### src/rtl/etapa_mem_datos.sv
// MIPS memory-access stage: byte/halfword/word loads and stores on a word-organised
// little-endian data memory, with a sticky alignment fault and a debug read port.
module etapa_mem_datos #(
    parameter int NBITS  = 32,
    parameter int CELDAS = 32,
    parameter int ABITS  = 5
) (
    input  logic             i_clk,
    input  logic             i_reset,
    input  logic             i_Enable,
    input  logic [NBITS-1:0] i_ALU,
    input  logic [NBITS-1:0] i_DatoEscritura,
    input  logic             i_MemRead,
    input  logic             i_MemWrite,
    input  logic [1:0]       i_TamanoDato,
    input  logic             i_ExtensionSigno,
    input  logic [ABITS-1:0] i_DebugDireccion,
    output logic [NBITS-1:0] o_DatoMemoria,
    output logic             o_ErrorAlineacion,
    output logic [NBITS-1:0] o_DebugDato
);

    typedef enum logic [1:0] {
        TAM_BYTE    = 2'b00,
        TAM_MEDIA   = 2'b01,
        TAM_RES     = 2'b10,
        TAM_PALABRA = 2'b11
    } tamano_t;

    tamano_t          tamano;
    logic [NBITS-1:0] mem [CELDAS];
    logic [ABITS-1:0] indice;
    logic [1:0]       offset;
    logic             legal;
    logic [NBITS-1:0] lectura;
    logic [7:0]       byte_sel;
    logic [15:0]      media_sel;
    logic [NBITS-1:0] escritura;
    logic             unused_alu;

    assign tamano     = tamano_t'(i_TamanoDato);
    assign indice     = i_ALU[ABITS+1:2];
    assign offset     = i_ALU[1:0];
    // Address bits above the word index are ignored: accesses wrap modulo CELDAS.
    assign unused_alu = ^i_ALU[NBITS-1:ABITS+2];

    assign lectura   = mem[indice];
    assign byte_sel  = lectura[{offset, 3'b000} +: 8];
    assign media_sel = lectura[{offset[1], 4'b0000} +: 16];

    always_comb begin
        legal = 1'b0;
        case (tamano)
            TAM_BYTE:    legal = 1'b1;
            TAM_MEDIA:   legal = ~offset[0];
            TAM_PALABRA: legal = (offset == 2'b00);
            default:     legal = 1'b0;
        endcase
    end

    always_comb begin
        o_DatoMemoria = '0;
        if (i_MemRead && legal) begin
            case (tamano)
                TAM_BYTE:
                    o_DatoMemoria = {{(NBITS-8){i_ExtensionSigno & byte_sel[7]}}, byte_sel};
                TAM_MEDIA:
                    o_DatoMemoria = {{(NBITS-16){i_ExtensionSigno & media_sel[15]}}, media_sel};
                TAM_PALABRA:
                    o_DatoMemoria = lectura;
                default:
                    o_DatoMemoria = '0;
            endcase
        end
    end

    // Read-modify-write merge: untouched lanes keep the current word contents.
    always_comb begin
        escritura = lectura;
        case (tamano)
            TAM_BYTE:    escritura[{offset, 3'b000} +: 8]     = i_DatoEscritura[7:0];
            TAM_MEDIA:   escritura[{offset[1], 4'b0000} +: 16] = i_DatoEscritura[15:0];
            TAM_PALABRA: escritura = i_DatoEscritura;
            default:     escritura = lectura;
        endcase
    end

    always_ff @(posedge i_clk) begin
        if (i_reset) begin
            for (int unsigned i = 0; i < unsigned'(CELDAS); i++) begin
                mem[ABITS'(i)] <= '0;
            end
            o_ErrorAlineacion <= 1'b0;
        end else if (i_Enable) begin
            if (i_MemWrite && legal) begin
                mem[indice] <= escritura;
            end
            if ((i_MemRead || i_MemWrite) && !legal) begin
                o_ErrorAlineacion <= 1'b1;
            end
        end
    end

    assign o_DebugDato = mem[i_DebugDireccion];

endmodule

### config.mk
export PLATFORM = sky130hd
export DESIGN_NAME = etapa_mem_datos
export DESIGN_NICKNAME = d
export VERILOG_FILES = /design/src/rtl/etapa_mem_datos.sv
export SDC_FILE = /design/constraint.sdc
export NUM_CORES = 2
export LEC_CHECK = 0
export CELL_PAD_IN_SITES_DETAIL_PLACEMENT = 1
export CELL_PAD_IN_SITES_GLOBAL_PLACEMENT = 2
export CORE_UTILIZATION = 35
export DETAILED_ROUTE_END_ITERATION = 10
export HOLD_SLACK_MARGIN = 0.02
export MAX_ROUTING_LAYER = met4
export PLACE_DENSITY_LB_ADDON = 0.12
export SLEW_MARGIN = 20
export SYNTH_ARGS = -nofsm -noshare
export SYNTH_HDL_FRONTEND = slang
export SYNTH_SLANG_ARGS = --single-unit
### constraint.sdc
create_clock -name i_clk -period 9.9 [get_ports i_clk]
set_clock_uncertainty 0.2 [all_clocks]
set_input_delay 1.98 -clock i_clk [delete_from_list [all_inputs] [get_ports i_clk]]
set_output_delay 1.98 -clock i_clk [all_outputs]
set_load 0.02 [all_outputs]
* Word level (Yosys, flattened, before mapping)
Memories as Yosys holds them, arrays and structs flattened. Index checks and enable logic that the tools add are counted.
Storage, ports and cells: memories kept 1, memory bits (writable) 1024, input bits 77, register bits after elaboration 1, latch bits 0, memory bits (read-only) 0, output and inout bits 65
Cells by class: $mul 0, add/subtract/negate cells 2, order comparisons 0, reductions and logical operators 9, bitwise logic cells 3, divide/modulo/power cells 0, equality and inequality tests 2, shifts and indexed selects 6, muxes and demuxes 15
Memory list:
- mem | words 32, bits a word 32, read ports 2, clocked after Yosys merged registers in 0, wr ports 32, line 31 | logic [NBITS-1:0] mem [CELDAS];
Operator list (count):
- one-hot mux 32 bit (3 select lines) | 2
- bitwise mux 32 bit | 2
- two-way mux 32 bit | 2
- OR reduction 32 bit | 1
- variable shift 16 x 7 -> 32 bit (first input constant) | 1
- variable shift 8 x 7 -> 32 bit (first input constant) | 1
- variable part select 16 x 7 -> 32 bit | 1
- variable part select 32 x 6 -> 16 bit | 1
- variable part select 32 x 6 -> 8 bit | 1
- variable part select 8 x 7 -> 32 bit | 1
- negator 5 -> 7 bit | 2
- two-way mux 1 bit | 7
- two-way mux 5 bit | 1
- logical NOT 2 bit | 2
- logical AND 1 bit | 3
- one-hot mux 1 bit (3 select lines) | 1
- AND 1 bit | 2
- == test 2 x 1 -> 1 bit (second input constant) | 1
- == test 2 bit (second input constant) | 1
- AND reduction 2 bit | 1
- logical NOT 1 bit | 1
- logical OR 1 bit | 1
- NOT 1 bit | 1

* Longest topological paths before layout
depth in word-level cells 9, depth in mapped cells 13

* Worst setup path before layout
No wires, ideal clock.
kind input-to-output, from input port i_ALU[3], to output port o_DatoMemoria[19], path buffers 4, data arrival time 4.379 ns, slack 3.341 ns, cell stages on the path 10, cells stage by stage buf_2 -> buf_2 -> buf_1 -> mux2i_1 -> o22ai_1 -> nor4_1 -> nand2_1 -> o2111ai_2 -> buf_2 -> nand3_1
Between the ends: longest elaborated chain between the ends 5, elaborated cells between the ends (all ways) 7, those cells by class shift: 2; mux: 2; bitwise: 2; memory: 1
Ends and longest elaborated chain:
- from (decl) | line 11 | input logic [NBITS-1:0] i_ALU,
- memory (32 x 32 bit) (*)
- variable part select 32 x 6 -> 16 bit or variable part select 32 x 6 -> 8 bit (tied branches) | line 49, 48
- AND 1 bit (on tied branches) | line 68, 66
- one-hot mux 32 bit (3 select lines) (*) | line 64 | case (tamano)
- two-way mux 32 bit (*) | line 63 | if (i_MemRead && legal) begin
- to (decl) | line 18 | output logic [NBITS-1:0] o_DatoMemoria,
Mark *: on every way between the ends. The rest lies on a longest branch, timed or not.

* Worst setup path after layout
from input port i_ALU[6], to output port o_DatoMemoria[30]
The elaborated chain is that of the path after synthesis.

==> results_dict.tcl <==
set metrics [dict create \
    grtUsageMet2_pct 48.1 \
    routed_wl_mm 252 \
    clk_latency_ns 0.78 \
    place_area_um2 57800 \
    ctsHoldBuffers 0 \
    pwr-share-seq_pct 46.1 \
    clockBufferDepth 3 \
    finalSetupTns_ns 0 \
    coreArea_um2 152000 \
    place_inst 5851 \
    drt_first_pass_iters 6 \
    hold_viol 0 \
    grt_max_degree 75 \
    nets 4025 \
    ys.flop_type "edfxtp_1" \
    synth.cell_area_um2 53900 \
    intPower_mw 7.83 \
    worstPathArrival_ns 7.14 \
    period_minus_slack_ns 9.32 \
    vdd_ir_drop_max_mv 0.139 \
    fmax_mhz 107 \
    cts_made_buffers 119 \
    crit_family "buffers and inverters" \
    io-pin-count 142 \
    worst_slew_pin_slew_ns 1.19 \
    cts_setup_buffers 0 \
    power.share.combinational_pct 14.1 \
    worstPathMaxFanout 20 \
    vias_per_cell 6.52 \
    path_clk_slew_ns 0.06 \
    drive_gt1_share_pct 20.5 \
    clock_sinks 1025 \
    synth_cells 3997 \
    cts_tree "yes" \
    switchingPower_mw 3.01 \
    gp_congestion 0.898 \
    crit_type "input port to primary output" \
    slowest_delay_ns 0.86 \
    initial_core_util_pct 35.4 \
    yosysSeqAreaShare_pct 57.1 \
    grt_overflow 0 \
    place_hpwl_mm 140 \
    dieArea_um2 156000 \
    slew_violations 0 \
    async_flop_share_pct 0 \
    grt_pass1_vias 39100 \
    crit_slowest_cell "clkdlybuf4s50_1" \
    slew_headroom_pct 20.8 \
    antenna_found_initial 13 \
    met1_usage_pct 46.9 \
    grt_util_all_layers_pct 32.9 \
    cts_resized 0 \
    avgRoutedWirePerCell_um 41.6 \
    outcome "complete, no violations" \
    synth.avg_cell_area_um2 13.5 \
    rows 143 \
    switching_share_pct 27.8 \
    fin_area_um2 61500 \
    antenna_left 0 \
    dr_total_vias 39500 \
    die_w_um 394 \
    rsz0062_at_grt "no" \
    fp.dieH_um 394 \
    path_cells "clkdlybuf4s50_1, buf_4, nand4b_4, buf_4, o22ai_1, nor4_1, nand2_1, o2111ai_2, buf_4, nand3_1, clkdlybuf4s50_1" \
    p_clk_share_pct 39.8 \
    syn_nets 4079 \
    crit_buf_inv 5 \
    instances_no_fill 6063 \
    drc 0 \
    grt-busiest-layer "met2" \
    finalSetupViolCount 0 \
    cts-root-buf "clkbuf_16" \
    p_leak_nw 21.7 \
    synth_cell_type_count 64 \
    port_buffers 116 \
    final_core_util_pct 40.3 \
    synth_seq_cells 1025 \
    area_delta_synth_final_pct 14.0 \
    synth_edf_count 1024 \
    gr-usage-met3_pct 5.38 \
    hold_class "register to register" \
    yosys_warnings 0 \
    setup.worst_path.start_class "input port" \
    end_kind "primary output" \
    max_cap_violations 0 \
    power_per_cell_area_nw_per_um2 177 \
    drt_iter0_drc 5852 \
    fin_crit_sh_pct 94.2 \
    cp_common_cell "buf_4" \
    h-tree-depth 3 \
    required_ns 7.72 \
    grt_pass1_wl_mm 338 \
]
## stage by stage
step | hold WS, ns | total power [mW] | setup slack [ns]
global route | 0.319 | 11.1 | 0.488
finish | 0.293 | 10.8 | 0.576
CTS | 0.300 | 10.8 | 0.741
global placement | 0.262 | 6.58 | 0.879
detailed placement | 0.280 | 6.59 | 0.734
floorplan | 0.353 | 5.92 | 3.34
## state kept, by name, summed over array words and instances (netlist names)
register,count
o_ErrorAlineacion,1
mem,1024
## routing by layer
metal / vias up / share of wire (%)
met4: 0 / 3.0
met2: 2280 / 44
met1: 21500 / 44
met3: 379 / 9.0
met5: - / 0
li1: 15300 / -
## cell usage after synthesis, drive strengths merged (12+ instances only)
| cell type | n | share of area, % |
|---|---|---|
| edfxtp | 1024 | 57 |
| nor2 | 988 | 6.9 |
| mux2i | 400 | 7.4 |
| mux4 | 376 | 16 |
| o22ai | 222 | 2.6 |
| buf | 221 | 2.0 |
| clkbuf | 200 | 1.4 |
| nand2 | 118 | 0.82 |
| a21oi | 57 | 0.53 |
| nor4 | 50 | 0.66 |
| nor3 | 42 | 0.39 |
| a22oi | 33 | 0.46 |
| mux2 | 32 | 0.67 |
| nand3 | 27 | 0.25 |
| a31oi | 24 | 0.28 |
| o21ai | 22 | 0.20 |
| a22o | 15 | 0.24 |
| o211ai | 14 | 0.19 |
| nand2b | 13 | 0.15 |
| o221ai | 12 | 0.19 |
## layout make-up
type / instances / area (µm²)
fill: 15500 / 91000
inverter: 7 / 26.3
sequential: 1025 / 30800
tap: 2030 / 2540
antenna: 3 / 7.51
clock inverter: 66 / 563
timing repair buffer: 246 / 2320
multi-input combinational: 2544 / 22100
clock buffer: 142 / 3090
## worst paths after layout
path | startpoint | end | slack (ns) | cells after the start
min | o_ErrorAlineacion$_SDFFE_PP0P_ | o_ErrorAlineacion$_SDFFE_PP0P_ | 0.29 | 2
min reg2reg | o_ErrorAlineacion$_SDFFE_PP0P_ | o_ErrorAlineacion$_SDFFE_PP0P_ | 0.29 | 2
max | i_ALU[6] | o_DatoMemoria[30] | 0.58 | 11
max reg2reg | mem[11][16]$_SDFFCE_PN0P_ | mem[0][16]$_SDFFCE_PN0P_ | 6.28 | 7
## cells by family after synthesis
family	after synthesis	share of synthesized area [%]
AOI/OAI and AO/OA	441	5.48
and+or+nand+nor	1289	10.0
buffers and inverters	428	3.49
adders and majority gates	5	0.116
DFF	1025	57.1
muxes	808	23.8
xor gates and xnor gates	1	0.0163
## power groups by stage
stage	clock network, mW	logic (mW)	registers, mW
after CTS	4.34	1.51	5.00
after detailed placement	0	1.50	5.09
after floorplan	0	0.867	5.06
after global placement	0	1.50	5.08
after global routing	4.48	1.57	5.01
final	4.32	1.53	5.00
## worst reg2reg max path, cell delays in order, from the launching register on
cell and delay (ns):
edfxtp_1 0.40, mux4_2 0.50, a22oi_1 0.29, and4_1 0.78, o21ai_0 0.31, o221ai_4 0.53
buf_16 0.25, nor2_1 0.07
## placed cells by master, fill, tap and decap left out, types with 8 or more instances in the layout
cell / n
clkinv_1: 36
clkdlybuf4s50_1: 106
bufinv_16: 8
nand3_1: 27
mux2_2: 32
nand2b_1: 13
o211ai_1: 14
nor4_1: 43
a222oi_1: 8
a221oi_4: 9
a31oi_1: 24
and2_1: 8
clkinv_2: 15
a22o_1: 15
clkbuf_16: 120
a22oi_1: 33
o22ai_1: 215
mux2i_1: 400
a21oi_1: 56
mux4_2: 376
clkbuf_1: 22
o21ai_0: 19
nor2_1: 988
buf_4: 120
nor3_1: 37
edfxtp_1: 1024
nand2_1: 54
nand2_4: 64
buf_12: 13
Note: power is estimated with default switching activity, not from simulation.
